[src/rtl/scroll_ctrl.sv]
// Two-colour LED scroller: a 3-lit window sweeps right on the red bar, then back
// on the green bar at half speed, with start/pause/stop control and 4 speed levels.
module scroll_ctrl #(
  parameter int BASE_CYC = 1048576,
  parameter int TICK_W   = 25
) (
  input  logic       clk,
  input  logic       reset,
  input  logic       btn_start,
  input  logic       btn_pause,
  input  logic       btn_stop,
  input  logic       speed_up,
  input  logic       speed_down,
  output logic [7:0] shift_red,
  output logic [7:0] shift_green,
  output logic       direction,
  output logic       step,
  output logic       busy,
  output logic [1:0] speed
);

  typedef enum logic [1:0] {S_IDLE, S_RUN, S_PAUSE} state_t;

  state_t            r_state;
  state_t            w_state_next;
  logic [3:0]        r_p;
  logic [TICK_W-1:0] r_cnt;
  logic [1:0]        r_speed;

  logic              w_dir;
  logic [2:0]        w_shift;
  logic [TICK_W:0]   w_interval;
  logic [TICK_W:0]   w_last;
  logic              w_adv;
  logic [3:0]        w_p_adv;
  logic [7:0]        w_pat;

  // Interval = BASE_CYC << (3 - speed), doubled on the green return sweep.
  always_comb begin
    w_dir      = (r_p >= 4'd6);
    w_shift    = {1'b0, ~r_speed} + {2'b00, w_dir};
    w_interval = (TICK_W+1)'(BASE_CYC) << w_shift;
    w_last     = w_interval - {{TICK_W{1'b0}}, 1'b1};
    // '>=' so a speed increase that overtakes the counter still advances at once
    w_adv      = (r_state == S_RUN) && !btn_stop && ({1'b0, r_cnt} >= w_last);
    w_p_adv    = (r_p == 4'd10) ? 4'd1 : r_p + 4'd1;
  end

  always_comb begin
    case (r_p)
      4'd0:    w_pat = 8'b1110_0000;
      4'd1:    w_pat = 8'b0111_0000;
      4'd2:    w_pat = 8'b0011_1000;
      4'd3:    w_pat = 8'b0001_1100;
      4'd4:    w_pat = 8'b0000_1110;
      4'd5:    w_pat = 8'b0000_0111;
      4'd6:    w_pat = 8'b0000_1110;
      4'd7:    w_pat = 8'b0001_1100;
      4'd8:    w_pat = 8'b0011_1000;
      4'd9:    w_pat = 8'b0111_0000;
      4'd10:   w_pat = 8'b1110_0000;
      default: w_pat = 8'b0000_0000;
    endcase
  end

  always_ff @(posedge clk or negedge reset) begin
    if (!reset) begin
      r_state <= S_IDLE;
    end else begin
      r_state <= w_state_next;
    end
  end

  // Only the highest-priority pulse present is considered (stop > pause > start).
  always_comb begin
    w_state_next = r_state;
    case (r_state)
      S_IDLE: begin
        if (btn_start && !btn_pause && !btn_stop) begin
          w_state_next = S_RUN;
        end
      end
      S_RUN: begin
        if (btn_stop) begin
          w_state_next = S_IDLE;
        end else if (btn_pause) begin
          w_state_next = S_PAUSE;
        end
      end
      S_PAUSE: begin
        if (btn_stop) begin
          w_state_next = S_IDLE;
        end else if (btn_pause) begin
          w_state_next = S_RUN;
        end
      end
      default: w_state_next = S_IDLE;
    endcase
  end

  always_comb begin
    busy        = (r_state != S_IDLE);
    step        = w_adv;
    direction   = busy && w_dir;
    shift_red   = (busy && !w_dir) ? w_pat : 8'h00;
    shift_green = (busy && w_dir) ? w_pat : 8'h00;
    speed       = r_speed;
  end

  always_ff @(posedge clk or negedge reset) begin
    if (!reset) begin
      r_p   <= 4'd0;
      r_cnt <= '0;
    end else if (w_state_next == S_IDLE) begin
      r_p   <= 4'd0;
      r_cnt <= '0;
    end else if (r_state == S_RUN) begin
      if (w_adv) begin
        r_p   <= w_p_adv;
        r_cnt <= '0;
      end else begin
        r_cnt <= r_cnt + {{(TICK_W-1){1'b0}}, 1'b1};
      end
    end
  end

  always_ff @(posedge clk or negedge reset) begin
    if (!reset) begin
      r_speed <= 2'd0;
    end else if (speed_up && !speed_down && r_speed != 2'd3) begin
      r_speed <= r_speed + 2'd1;
    end else if (speed_down && !speed_up && r_speed != 2'd0) begin
      r_speed <= r_speed - 2'd1;
    end
  end

endmodule

[config.mk]
export PLATFORM = sky130hd
export DESIGN_NAME = scroll_ctrl
export DESIGN_NICKNAME = d
export VERILOG_FILES = /design/src/rtl/scroll_ctrl.sv
export SDC_FILE = /design/constraint.sdc
export NUM_CORES = 1
export LEC_CHECK = 0
export ABC_AREA = 1
export BUFFER_PORTS_ARGS = -buffer_cell sky130_fd_sc_hd__buf_2
export CAP_MARGIN = 20
export CORE_MARGIN = 1
export CORE_UTILIZATION = 60
export CTS_CLUSTER_DIAMETER = 200
export DETAILED_ROUTE_END_ITERATION = 12
export PLACE_DENSITY = 0.77
export SLEW_MARGIN = 20
export SYNTH_ARGS = -nofsm -noshare
export SYNTH_HDL_FRONTEND = slang
export SYNTH_SLANG_ARGS = --single-unit
[constraint.sdc]
create_clock -name clk -period 5.45 [get_ports clk]
set_clock_uncertainty 0.05 [all_clocks]
set_input_delay 0 -clock clk [delete_from_list [all_inputs] [get_ports clk]]
set_output_delay 0 -clock clk [all_outputs]
set_load 0.01 [all_outputs]
### After elaboration in Yosys (flattened, before gate mapping)

Memory sizes are Yosys's and may differ from the RTL's.
Index checks and enable logic that the tools add are counted.

| cells by class | value |
|---|---|
| divide/modulo/power cells | 0 |
| reductions and logical operators | 23 |
| $mul | 0 |
| $add $sub $neg | 6 |
| equal/unequal tests | 4 |
| $lt $le $gt $ge | 2 |
| shifts and indexed selects | 1 |
| bitwise logic cells | 1 |
| multiplexer cells | 17 |

Operators with widths:

| operator | number |
|---|---|
| $mux W25 | 3 |
| $ge A25 B26 Y1 | 1 |
| $shl A21 B3 Y26 const A | 1 |
| $sub A26 B1 Y26 const B | 1 |
| $add A25 B1 Y25 const B | 1 |
| $mux W4 | 4 |
| $mux W8 | 2 |
| $mux W2 | 7 |
| $logic_and A1 B1 Y1 | 10 |
| $reduce_bool A2 Y1 | 5 |
| $pmux W2 S3 | 1 |
| $logic_not A1 Y1 | 5 |
| $add A4 B1 Y4 const B | 1 |
| $eq A4 B4 Y1 const B | 1 |
| $ge A4 B3 Y1 const B | 1 |
| $logic_not A2 Y1 | 2 |
| $add A2 B1 Y3 | 1 |
| $add A2 B1 Y2 const B | 1 |
| $eq A2 B1 Y1 const B | 1 |
| $eq A2 B2 Y1 const B | 1 |
| $ne A2 B2 Y1 const B | 1 |
| $not A2 Y2 | 1 |
| $reduce_and A2 Y1 | 1 |
| $sub A2 B1 Y2 const B | 1 |

| storage, ports and cells | value |
|---|---|
| memory bits (writable) | 0 |
| output and inout bits | 21 |
| memory bits (read-only) | 128 |
| memories kept | 1 |
| bits in registers | 33 |
| logic and storage cells | 59 |
| latch bits | 0 |
| bits of input ports | 7 |

Memory list:

| memory | depth | width | rd ports | clocked after Yosys merged registers in | wr ports | RTL line | text |
|---|---|---|---|---|---|---|---|
| (name not given) | 16 | 8 | 1 | 0 | 0 | 50 | `case (r_p)` |

### Depth between registers and ports, before layout

Gate-level depths: netlist of the first run.

| depth | value |
|---|---|
| word-level depth | 9 |
| depth in mapped cells | 26 |
| mapped depth without buffers | 25 |

### Worst setup path after synthesis of the first run

No wires, ideal clock.

| timing | value |
|---|---|
| kind | register -> register |
| start | register r_p[0] |
| end | register r_cnt[11] |
| slack | 2.136 ns |
| stages on the path, launching flop included | 25 |
| period minus slack after synthesis | 3.314 ns |
| required time | 5.282 ns |
| data arrival time | 3.146 ns |
| path buffers | 1 |
| library setup time | 0.118 ns |
| cells stage by stage | dfrtp_1 -> inv_1 -> ha_1 -> inv_1 -> o21ai_0 -> ha_1 -> ha_1 -> inv_1 -> nand2_1 -> nor2_1 -> inv_1 -> ha_1 -> inv_1 -> a21oi_1 -> xnor2_1 -> ha_1 -> and3_1 -> nand2_1 -> nor2_1 -> nand2_1 -> nand2_2 -> nand2_4 -> nand2_4 -> buf_6 -> nor2_1 |

| on the way | value |
|---|---|
| longest elaborated chain between the ends | 9 |

Ends and longest elaborated chain:

| what | RTL line | text |
|---|---|---|
| start: declaration | 26 | `logic [3:0] r_p;` |
| start signal: assignment | 119 | `r_p <= w_p_adv;` |
| $ge A4 B3 Y1 | 40 | `w_dir = (r_p >= 4'd6);` |
| $add A2 B1 Y3 | 41 | `w_shift = {1'b0, ~r_speed} + {2'b00, w_dir};` |
| $shl A21 B3 Y26 | 42 | `w_interval = (TICK_W+1)'(BASE_CYC) << w_shift;` |
| $sub A26 B1 Y26 | 43 | `w_last = w_interval - {{TICK_W{1'b0}}, 1'b1};` |
| $ge A25 B26 Y1 | 45 | `w_adv = (r_state == S_RUN) && !btn_stop && ({1'b0, r_cnt} >= w_last);` |
| $logic_and A1 B1 Y1 | 45 |  |
| $mux W25 | 118 | `if (w_adv) begin` |
| $mux W25 | 117 | `end else if (r_state == S_RUN) begin` |
| $mux W25 | 114 | `end else if (w_state_next == S_IDLE) begin` |
| end signal: assignment | 122 | `r_cnt <= r_cnt + {{(TICK_W-1){1'b0}}, 1'b1};` |
| end: declaration | 27 | `logic [TICK_W-1:0] r_cnt;` |

No other way between the ends. The select of a mux whose other input is x is not followed.
A chain may end at the register's enable or synchronous reset.

### Final worst setup path of the first run

| timing | value |
|---|---|
| start | register r_p[0] |
| end | output port step |

| on the way | value |
|---|---|
| longest elaborated chain between the ends | 6 |

Ends and longest elaborated chain:

| what | RTL line | text |
|---|---|---|
| $ge A4 B3 Y1 | 40 |  |
| $add A2 B1 Y3 | 41 |  |
| $shl A21 B3 Y26 | 42 |  |
| $sub A26 B1 Y26 | 43 |  |
| $ge A25 B26 Y1 | 45 |  |
| $logic_and A1 B1 Y1 | 45 |  |
| end: declaration | 17 | `output logic step,` |

No other way between the ends.

==> results of run 1 <==
[final timing paths]
| check | startpoint | to | cells after the start |
|---|---|---|---|
| max in group asynchronous | reset | r_state[1] | 2 |
| setup reg to reg | r_p[0] | r_p[0] | 24 |
| setup / recovery | r_p[0] | step | 23 |
| hold / removal | btn_pause | r_state[1] | 4 |
| min in group asynchronous | reset | r_cnt[10] | 2 |
| hold reg to reg | r_cnt[1] | r_cnt[1] | 2 |
[area by class of cell]
cell class	count	area (µm²)	area share, %
Sequential cell	33	826	28.5
Multi-Input combinational cell	287	1500	51.9
Clock buffer	5	68.8	2.38
Tap cell	50	62.6	2.16
Clock inverter	3	46.3	1.60
Timing Repair Buffer	31	175	6.05
Inverter	57	214	7.39
[logic make-up after synthesis]
kind of cell             Yosys count
XOR/XNOR                          16
buffers and inverters             65
adder cells (fa/ha/maj)           18
AO/OA/AOI/OAI                     23
AND/OR/NAND/NOR                  230
flip-flops                        33
[state kept, by name (all words and copies together) (netlist names)]
name	count
r_cnt	25
r_p	4
r_state	2
speed	2
[layout by cell type, fill, tap and decap left out, types with 2 or more instances in the layout]
cell type	count
a21oi_1	11
buf_2	27
clkbuf_8	5
dfrtp_1	33
dlygate4sd3_1	4
ha_1	18
inv_1	57
nand2_1	103
nand2_2	7
nand2_4	2
nand3_1	24
nand3_2	2
nand4_1	11
nor2_1	64
nor2_2	4
nor2_4	2
nor3_1	8
o211ai_1	2
o21ai_0	6
o21bai_1	2
xor2_1	15
[layer usage]
| layer | vias to the layer above | wire length (µm) | track usage, % |
|---|---|---|---|
| met5 | - | 0 | 0 |
| met4 | 0 | 44 | 6.77 |
| met3 | 7 | 245 | 4.67 |
| met2 | 43 | 2470 | 40.2 |
| met1 | 1089 | 2730 | 35.6 |
| li1 | 1258 | - | - |
[worst max-delay path: stages (launching register included)]
cell	delay (ns)
dfrtp_1	0.46
inv_1	0.13
ha_1	0.21
inv_1	0.10
o21ai_0	0.13
ha_1	0.21
ha_1	0.30
inv_1	0.10
nand2_1	0.10
nor2_1	0.16
inv_1	0.06
ha_1	0.17
inv_1	0.09
a21oi_1	0.06
xnor2_1	0.14
ha_1	0.31
and3_1	0.17
nand2_1	0.06
nor2_1	0.08
nand2_1	0.07
nand2_2	0.10
nand2_4	0.12
inv_1	0.08
buf_2	0.12
[where the power goes]
| part | switching [mW] | total [mW] | internal (mW) | leakage [nW] |
|---|---|---|---|---|
| registers | 0.0132 | 0.269 | 0.256 | 0.454 |
| logic | 0.106 | 0.166 | 0.0607 | 0.989 |
| clock network | 0.0981 | 0.235 | 0.137 | 0.0543 |
[per-stage QoR]
| step | worst slack (ns) | cells | cell area [µm²] | util [%] |
|---|---|---|---|---|
| detailed placement | 1.70 | 454 | 2740 | 67.1 |
| CTS | 1.59 | 466 | 2900 | 70.9 |
| floorplan | 2.14 | 385 | 2620 | - |
| global placement | 1.88 | 454 | 2740 | 67.1 |
| finish | 1.59 | 466 | 2900 | 70.9 |
| global route | 1.24 | 466 | 2900 | 70.9 |
==> flow_summary_export.csv, run 1 <==
group,metric,value,unit
run_status,status,"finished, final reports clean",
synth,synth-compound-area-share,4.92,%
detailed_routing,vias,2397,
synth,synth_xor_area_share,5.35,%
synth,synthMuxAreaShare,0,%
detailed_routing,drtIter0Drc,171,
power,p_leak,1.50,nW
sta,setup_tns,0,ns
detailed_routing,routed_wl,5.49,mm
sta,setup_viol,0,
setup_path,critPathMaxFanout,11,
synth,synth.yosys.seq_area_share,31.5,%
die,die_h,68.1,µm
synth,synthAdderAreaFrac,8.60,%
die,die_x,68.1,µm
sta,hold-worst-slack,0.0187,ns
final_layout,drive_gt1_share,12.7,%
die,ioPinCount,28,
run,max-cap-violations,0,
placed_design,numPortBuffers,27,
power,power.density,231,nW/µm²
power,power.total,0.670,mW
synth,synth-simple-area-share,38.6,%
clock_network,post_cts_resize_count,0,
clock_network,cts_setup_buffers,0,
die,rows,23,
synth,synth.top_cells.by_count,"nand2_1 (103), nor2_1 (64), inv_1 (57)",
setup_path,crit_type,"reg2out",
global_routing,grt_pass1_wl,8.89,mm
sta,finalCritPeriodShare,70.7,%
synth,async_flop_share,100,%
power,vdd_ir_drop_max,146,µV
final_layout,syn_to_final_growth,10.7,%
detailed_routing,drt_pass1_iterations,4,
global_routing,antenna_found_initial,0,
setup_path,end_kind,"output port",
sta,finalHoldViolations,0,
setup_path,start_kind,"flop",
detailed_routing,avgRoutedWirePerCell,11.8,µm
detailed_routing,vias_per_cell,5.14,
clock_network,cts_root_buf,"clkbuf_8",
synth,ys_warn_count,0,
synth,ys.flop_type,"dfrtp_1",
synth,synth_enable_flop_cells,0,
die,coreArea,4090,µm²
die,die_area,4630,µm²
detailed_routing,drc_errors,0,
synth,avgSynthCellArea,6.80,µm²
placed_design,gp_congestion,0.871,
clock_network,cts.reportedPaths.clkPinSlew,0.07,ns
setup_path,reg2reg_slack,1.64,ns
min_path,hold_class,"in2reg",
setup_path,crit_arrival,3.81,ns
global_routing,gr-total-overflow,0,
synth,synth_top_area_share,31.5,%
global_routing,grt_max_degree,34,
sta,rsz0062_at_grt,"false",
sta,maxSlewViolCount,0,
synth,synth_area_leaders,"dfrtp_1 (32%), nand2_1 (15%), nor2_1 (9.2%)",
detailed_routing,final_antenna_net_count,0,
synth,synth_seq_cells,33,
setup_path,critPathRequiredTime,5.40,ns
clock_network,cts_buffers,5,
clock_network,htreeDepth,2,
sta,relSlewSlack,50.6,%
sta,fin_crit,3.86,ns
die,start_util,64.1,%
final_layout,layout.nets,440,
synth,syn_nets,410,
synth,yosysMostFrequentCell,"nand2_1",
global_routing,grt_pass1_vias,2069,
global_routing,gr-usage-all-layers,25.6,%
synth,synth_top_family_by_area,"simple AND/OR/NAND/NOR gates",
sta,fmax,0.259,GHz
synth,synth_top_cell_by_area,"dfrtp_1",
clock_network,clk_path_buf_depth,2,
synth,syn_inst,385,
clock_network,holdBufCountCts,4,
final_layout,num_antenna_cells,0,
clock_network,cts_tree,"yes",
sta,tightestPinTransition,0.741,ns
synth,yosysUniqueCellTypes,27,
clock_network,clock_sinks,33,
final_layout,num-fill-cells,350,
clock_network,insertion_delay,0.28,ns
placed_design,post-dp-hpwl,4.05,mm
synth,syn_area,2620,µm²
(Power assumes the default switching activity.)
==> inputs of run 2 (changes only) <==
--- a/config.mk
+++ b/config.mk
@@ -9,10 +9,10 @@
 export BUFFER_PORTS_ARGS = -buffer_cell sky130_fd_sc_hd__buf_2
 export CAP_MARGIN = 20
 export CORE_MARGIN = 1
-export CORE_UTILIZATION = 60
+export CORE_UTILIZATION = 59
 export CTS_CLUSTER_DIAMETER = 200
 export DETAILED_ROUTE_END_ITERATION = 12
-export PLACE_DENSITY = 0.77
+export PLACE_DENSITY = 0.76
 export SLEW_MARGIN = 20
 export SYNTH_ARGS = -nofsm -noshare
 export SYNTH_HDL_FRONTEND = slang
==> constraint.sdc (replaced) <==
create_clock -name clk -period 3.98 [get_ports clk]
set_clock_uncertainty 0.05 [all_clocks]
set_input_delay 0 -clock clk [delete_from_list [all_inputs] [get_ports clk]]
set_output_delay 0 -clock clk [all_outputs]
set_load 0.01 [all_outputs]
==> run 2 against run 1 <==
Worst hold slack worse by 0.014 ns. Global-route usage is 0.95 points higher. Register-to-register slack got worse by 1.3 ns. Power increased by 29%. Critical path type unchanged. Die area is 1.6% higher. Sequential share of layout area is 0.16 points higher.
==> flow_summary_export.csv, run 2 (synthesized netlist as in run 1, its figures left out) <==
group,metric,value,unit
setup_path,crit_chain,"inv_1 > ha_1 > inv_1 > o21ai_1 > ha_1 > ha_1 > inv_1 > nand2_1 > nor2_2 > inv_1 > ha_1 > inv_1 > a21oi_1 > xnor2_1 > ha_1 > and3_1 > nand2_1 > nor2_1 > nand2_1 > nand2_2 > nand2_8 > inv_1 > buf_2",
placed_design,gp_congestion,0.880,
detailed_routing,drtIter0Drc,208,
final_layout,registers.top_by_ff_count,"r_cnt",
setup_path,crit_family,"adder cells",
sta,fmax,0.269,GHz
final_layout,num_antenna_cells,0,
sta,finalHoldViolations,0,
power,p_leak,1.47,nW
placed_design,post-dp-hpwl,4.05,mm
power,power.total,0.868,mW
sta,maxSlewViolCount,0,
run,max-cap-violations,0,
sta,relSlewSlack,50.9,%
die,coreArea,4120,µm²
setup_path,critPathSlowestCell,"dfrtp_2",
detailed_routing,drc_errors,0,
setup_path,critical_path.most_common_cell,"inv_1",
final_layout,layout_commonest_cell,"nand2_1",
die,rows,23,
clock_network,htreeDepth,2,
sta,fin_crit,3.72,ns
global_routing,grt_max_degree,34,
clock_network,insertion_delay,0.29,ns
detailed_routing,vias_per_cell,5.17,
detailed_routing,drt_pass1_iterations,4,
detailed_routing,avgRoutedWirePerCell,12.0,µm
setup_path,critPathRequiredTime,3.93,ns
final_layout,fin_util,70.2,%
clock_network,cts.reportedPaths.clkPinSlew,0.06,ns
sta,finalCritPeriodShare,93.5,%
global_routing,grt_pass1_wl,9.11,mm
setup_path,crit_buf_inv,7,
min_path,hold_class,"in2reg",
final_layout,mostFrequentLayoutCells,"nand2_1 (103), nor2_1 (63), inv_1 (57), dfrtp_1 (31), buf_2 (27)",
detailed_routing,final_antenna_net_count,0,
die,die_x,68.6,µm
setup_path,critical_path.max_stage_delay,0.41,ns
clock_network,cts_root_buf,"clkbuf_8",
power,vdd_ir_drop_max,162,µV
die,ioPinCount,28,
clock_network,cts_tree,"yes",
clock_network,cts_buffers,5,
setup_path,crit_type,"reg2out",
setup_path,critPathMaxFanout,11,
die,die_h,68.6,µm
detailed_routing,routed_wl,5.58,mm
power,power.density,300,nW/µm²
setup_path,end_kind,"output port",
final_layout,drive_gt1_share,13.2,%
clock_network,clock_sinks,33,
placed_design,numPortBuffers,27,
clock_network,clk_path_buf_depth,2,
run_status,status,"finished, final reports clean",
global_routing,gr-total-overflow,0,
sta,tightestPinTransition,0.737,ns
final_layout,syn_to_final_growth,10.4,%
die,start_util,63.6,%
final_layout,largest_register_ffs,25,
sta,setup_ws,0.257,ns
global_routing,gr-usage-all-layers,26.5,%
final_layout,largestRegisters,"r_cnt (25), r_p (4)",
final_layout,layout.nets,441,
setup_path,start_kind,"flop",
die,die_area,4710,µm²
global_routing,antenna_found_initial,0,
placed_design,place_ws,0.256,ns
detailed_routing,vias,2410,
sta,hold-worst-slack,0.00514,ns
setup_path,crit_arrival,3.67,ns
sta,setup_viol,0,
global_routing,grt_pass1_vias,2073,
==> run 2: path summary, 6_finish.rpt <==
path                                 from          to  slack (ns)  depth (start not counted)
worst max-delay path               r_p[0]        step        0.26                         23
worst min-delay path            btn_pause  r_state[1]       0.005                          4
worst max register to register     r_p[0]      r_p[0]        0.32                         24
worst min register to register   r_cnt[1]    r_cnt[1]        0.46                          2
max in group asynchronous           reset      r_p[2]        3.11                          2
min in group asynchronous           reset   r_cnt[12]        0.25                          2
==> run 2: worst min-delay path: cells and delay by family <==
| kind | cells | cell delay [ns] |
|---|---|---|
| and+or+nand+nor | 2 | 0.15 |
| buffers and inverters | 2 | 0.16 |
==> run 2: final cells by class <==
cell class	count	area, µm²
Multi-Input combinational cell	287	1520
Timing Repair Buffer	32	183
Clock buffer	7	86.3
Sequential cell	33	828
Fill cell	371	1230
Tap cell	50	62.6
Inverter	57	214
==> run 2: where the power goes <==
group	internal (mW)	total, mW	switching [mW]
Combinational	0.0865	0.234	0.148
Sequential	0.351	0.370	0.0183
Clock	0.137	0.264	0.126
==> run 2: what timing repair did <==
item,CTS,global route
hold endpoints to repair,36,0
resized for setup,0,5
buffers inserted,0,1
hold buffers,4,0
endpoints found under the setup margin,0,22
==> run 2: per-layer routing <==
metal / track usage, % / part of all wire [%] / up-vias
met2: 41.2 / 44 / 58
met5: 0 / 0 / -
li1: - / - / 1258
met1: 36.1 / 48 / 1080
met3: 5.26 / 5.0 / 14
met4: 9.90 / 2.1 / 0
==> run 2: metrics by stage <==
stage                     instance area (µm²)  setup TNS, ns  std cells
after floorplan                          2620              0        385
after global placement                   2740              0        454
after detailed placement                 2740              0        454
after CTS                                2870              0        465
after global routing                     2890        -0.0223        466
final                                    2890              0        466
==> inputs of run 3 (changes only) <==
--- a/config.mk
+++ b/config.mk
@@ -9,10 +9,10 @@
 export BUFFER_PORTS_ARGS = -buffer_cell sky130_fd_sc_hd__buf_2
 export CAP_MARGIN = 20
 export CORE_MARGIN = 1
-export CORE_UTILIZATION = 59
+export CORE_UTILIZATION = 54
 export CTS_CLUSTER_DIAMETER = 200
 export DETAILED_ROUTE_END_ITERATION = 12
-export PLACE_DENSITY = 0.76
+export PLACE_DENSITY = 0.73
 export SLEW_MARGIN = 20
 export SYNTH_ARGS = -nofsm -noshare
 export SYNTH_HDL_FRONTEND = slang
==> constraint.sdc (replaced) <==
create_clock -name clk -period 3.3 [get_ports clk]
set_clock_uncertainty 0.05 [all_clocks]
set_input_delay 0 -clock clk [delete_from_list [all_inputs] [get_ports clk]]
set_output_delay 0 -clock clk [all_outputs]
set_load 0.01 [all_outputs]
==> run 3 against run 2 <==
The run now ends with setup timing left. Sequential power up 20%. Via count up 16%. Global-route usage up 2.0 points. Clock-buffer cell count unchanged. Cell area up 18%. Power up 43%. Critical path type unchanged.
==> flow_summary_export.csv, run 3 (synthesized netlist as in run 1, its figures left out) <==
group,metric,value,unit
final_layout,multi_input_area,1650,µm²
sta,setup_viol,30,
detailed_routing,drt_pass1_iterations,5,
power,vdd_ir_drop_max,224,µV
global_routing,antenna_found_initial,0,
detailed_routing,routed_wl,7.51,mm
power,p_leak,1.73,nW
power,netSwitchingFraction,35.3,%
global_routing,grt_max_degree,34,
setup_path,start_kind,"flop",
power,pwr-share-seq,35.7,%
final_layout,regArea,827,µm²
setup_path,critPathSlowestCell,"dfrtp_2",
power,combPwrFrac,36.3,%
final_layout,syn_to_final_growth,29.8,%
power,power.internal,0.806,mW
setup_path,reg2reg_slack,-0.29,ns
power,power.total,1.24,mW
final_layout,final_cells,512,
setup_path,critPathMaxFanout,3,
die,start_util,58.1,%
die,die_h,71.6,µm
setup_path,crit_family,"adder cells",
min_path,worst_hold_path.endpoint,"speed[1]",
detailed_routing,avgRoutedWirePerCell,14.7,µm
final_layout,registers.top_by_ff_count,"r_cnt",
setup_path,critPathRequiredTime,3.25,ns
detailed_routing,vias_per_cell,5.47,
power,switchingPower,0.439,mW
min_path,min-delay-start,"speed_up",
sta,maxSlewViolCount,0,
min_path,hold_path_depth,5,
clock_network,clk_path_buf_depth,2,
final_layout,drive_gt1_share,26.3,%
placed_design,place_ws,-0.115,ns
die,die_area,5130,µm²
final_layout,layout_commonest_cell,"nand2_1",
die,ioPinCount,28,
power,power.density,366,nW/µm²
clock_network,cts_root_buf,"clkbuf_8",
detailed_routing,final_antenna_net_count,0,
placed_design,gp_congestion,0.914,
final_layout,largest_register_ffs,25,
setup_path,crit_buf_inv,9,
global_routing,gr-total-overflow,0,
die,coreArea,4500,µm²
detailed_routing,vias,2803,
sta,fmax,0.278,GHz
run_status,status,"finished, violations left",
global_routing,grt_pass1_vias,2500,
setup_path,end_kind,"output port",
power,clkPwrFrac,27.9,%
sta,tightestPinTransition,0.746,ns
setup_path,r2r-end,"r_cnt[21]",
sta,finalCritPeriodShare,109,%
clock_network,clock_sinks,33,
sta,setup_ws,-0.297,ns
global_routing,grt_pass1_wl,11.4,mm
sta,relSlewSlack,50.3,%
final_layout,num_antenna_cells,0,
die,die_x,71.6,µm
clock_network,cts_buffers,5,
sta,finalHoldViolations,0,
setup_path,crit_type,"reg2out",
final_layout,layout.nets,484,
clock_network,cts.reportedPaths.clkPinSlew,0.07,ns
sta,rsz0062_at_grt,"true",
detailed_routing,drc_errors,0,
run,max-cap-violations,0,
placed_design,post-dp-hpwl,4.28,mm
setup_path,crit_arrival,3.55,ns
final_layout,largestRegisters,"r_cnt (25), r_p (4)",
min_path,hold_class,"in2reg",
placed_design,numPortBuffers,27,
global_routing,gr-usage-all-layers,28.5,%
setup_path,crit_chain,"ha_4 > inv_2 > o21ai_2 > ha_2 > ha_4 > inv_4 > buf_4 > nand3_2 > ha_4 > inv_4 > a21oi_2 > xnor2_1 > ha_1 > and3_4 > nand3b_1 > nand2_1 > inv_1 > nand2_2 > nand2_4 > buf_6 > buf_6 > inv_2 > buf_6",
clock_network,insertion_delay,0.30,ns
clock_network,htreeDepth,2,
final_layout,num-fill-cells,325,
setup_path,r2r_cells,24,
placed_design,dp_cells,471,
clock_network,cts_tree,"yes",
setup_path,reg2reg_from,"r_p[1]",
final_layout,mostFrequentLayoutCells,"nand2_1 (101), nor2_1 (61), inv_1 (51), buf_4 (37), dfrtp_1 (32)",
die,rows,24,
detailed_routing,drtIter0Drc,208,
sta,fin_crit,3.60,ns
run_status,violations,"setup timing",
setup_path,critical_path.max_stage_delay,0.47,ns
[run 3: changes by cell type in the layout (fill, tap and decap cells not counted), sizes merged]
cell | before | now
buf | 28 | 71
clkinv | 0 | 1
dlygate4sd3 | 4 | 3
nand2 | 112 | 113
[run 3: worst max path at each step]
stage / start / end / cells after the start
2_1_floorplan: r_p[0] / r_cnt[11] / 24
3_3_place_gp: r_p[0] / step / 25
3_5_place_dp: r_p[0] / r_cnt[9] / 23
4_1_cts: r_p[1] / step / 24
5_1_grt: r_p[0] / step / 25
6_report: r_p[1] / step / 23
[run 3: power groups by stage]
stage	clock (mW)	combinational (mW)	sequential, mW
after detailed placement	0	0.296	0.451
after CTS	0.348	0.361	0.443
final	0.347	0.452	0.445
after global routing	0.376	0.501	0.447
after floorplan	0	0.202	0.456
after global placement	0	0.289	0.450
[run 3: layout make-up]
| type | count | share of cell area, % |
|---|---|---|
| Multi-Input combinational cell | 288 | 48.6 |
| Sequential cell | 33 | 24.3 |
| Timing Repair Buffer | 74 | 15.7 |
| Inverter | 57 | 6.45 |
| Clock buffer | 7 | 2.84 |
| Tap cell | 52 | 1.92 |
| Clock inverter | 1 | 0.147 |
[run 3: per-layer routing]
layer | track usage [%] | wire (µm) | vias up
met2 | 45.3 | 3580 | 116
met4 | 12.2 | 263 | 0
li1 | - | - | 1349
met5 | 0 | 0 | -
met1 | 37.1 | 3120 | 1306
met3 | 7.17 | 547 | 32
[run 3: stage by stage]
stage                     hold slack, ns  TNS (ns)  instance area (µm²)  util (%)
after floorplan                   -0.346         0                 2620         -
after global placement            0.0576         0                 2860      63.4
after detailed placement          0.0577     -2.54                 2860      63.4
after CTS                        0.00122     -1.24                 3300      73.3
after global routing              0.0150    -10.79                 3400      75.4
final                            0.00244     -5.89                 3400      75.4
[run 3: what timing repair did]
item / 4_1_cts / 5_1_grt
pin swaps: 13 / 16
hold endpoints to repair: 35 / 0
endpoints found under the setup margin: 30 / 39
hold buffers: 3 / 0
resized for setup: 27 / 17
cloned: 1 / 0
setup buffers: 27 / 3
[run 3: worst register-to-register path, stage by stage (launching register included)]
cell     delay, ns
dfrtp_2       0.47
ha_4          0.19
inv_2         0.06
o21ai_2       0.06
ha_2          0.19
ha_4          0.29
inv_4         0.05
buf_4         0.13
nand3_2       0.07
ha_4          0.14
inv_4         0.03
a21oi_2       0.11
xnor2_1       0.16
ha_1          0.32
a21oi_2       0.17
nand2_1       0.09
nand2_1       0.07
nand2_1       0.07
inv_1         0.09
nand2_2       0.10
buf_4         0.14
buf_4         0.13
a21oi_4       0.22
nand2_1       0.10
inv_1         0.06
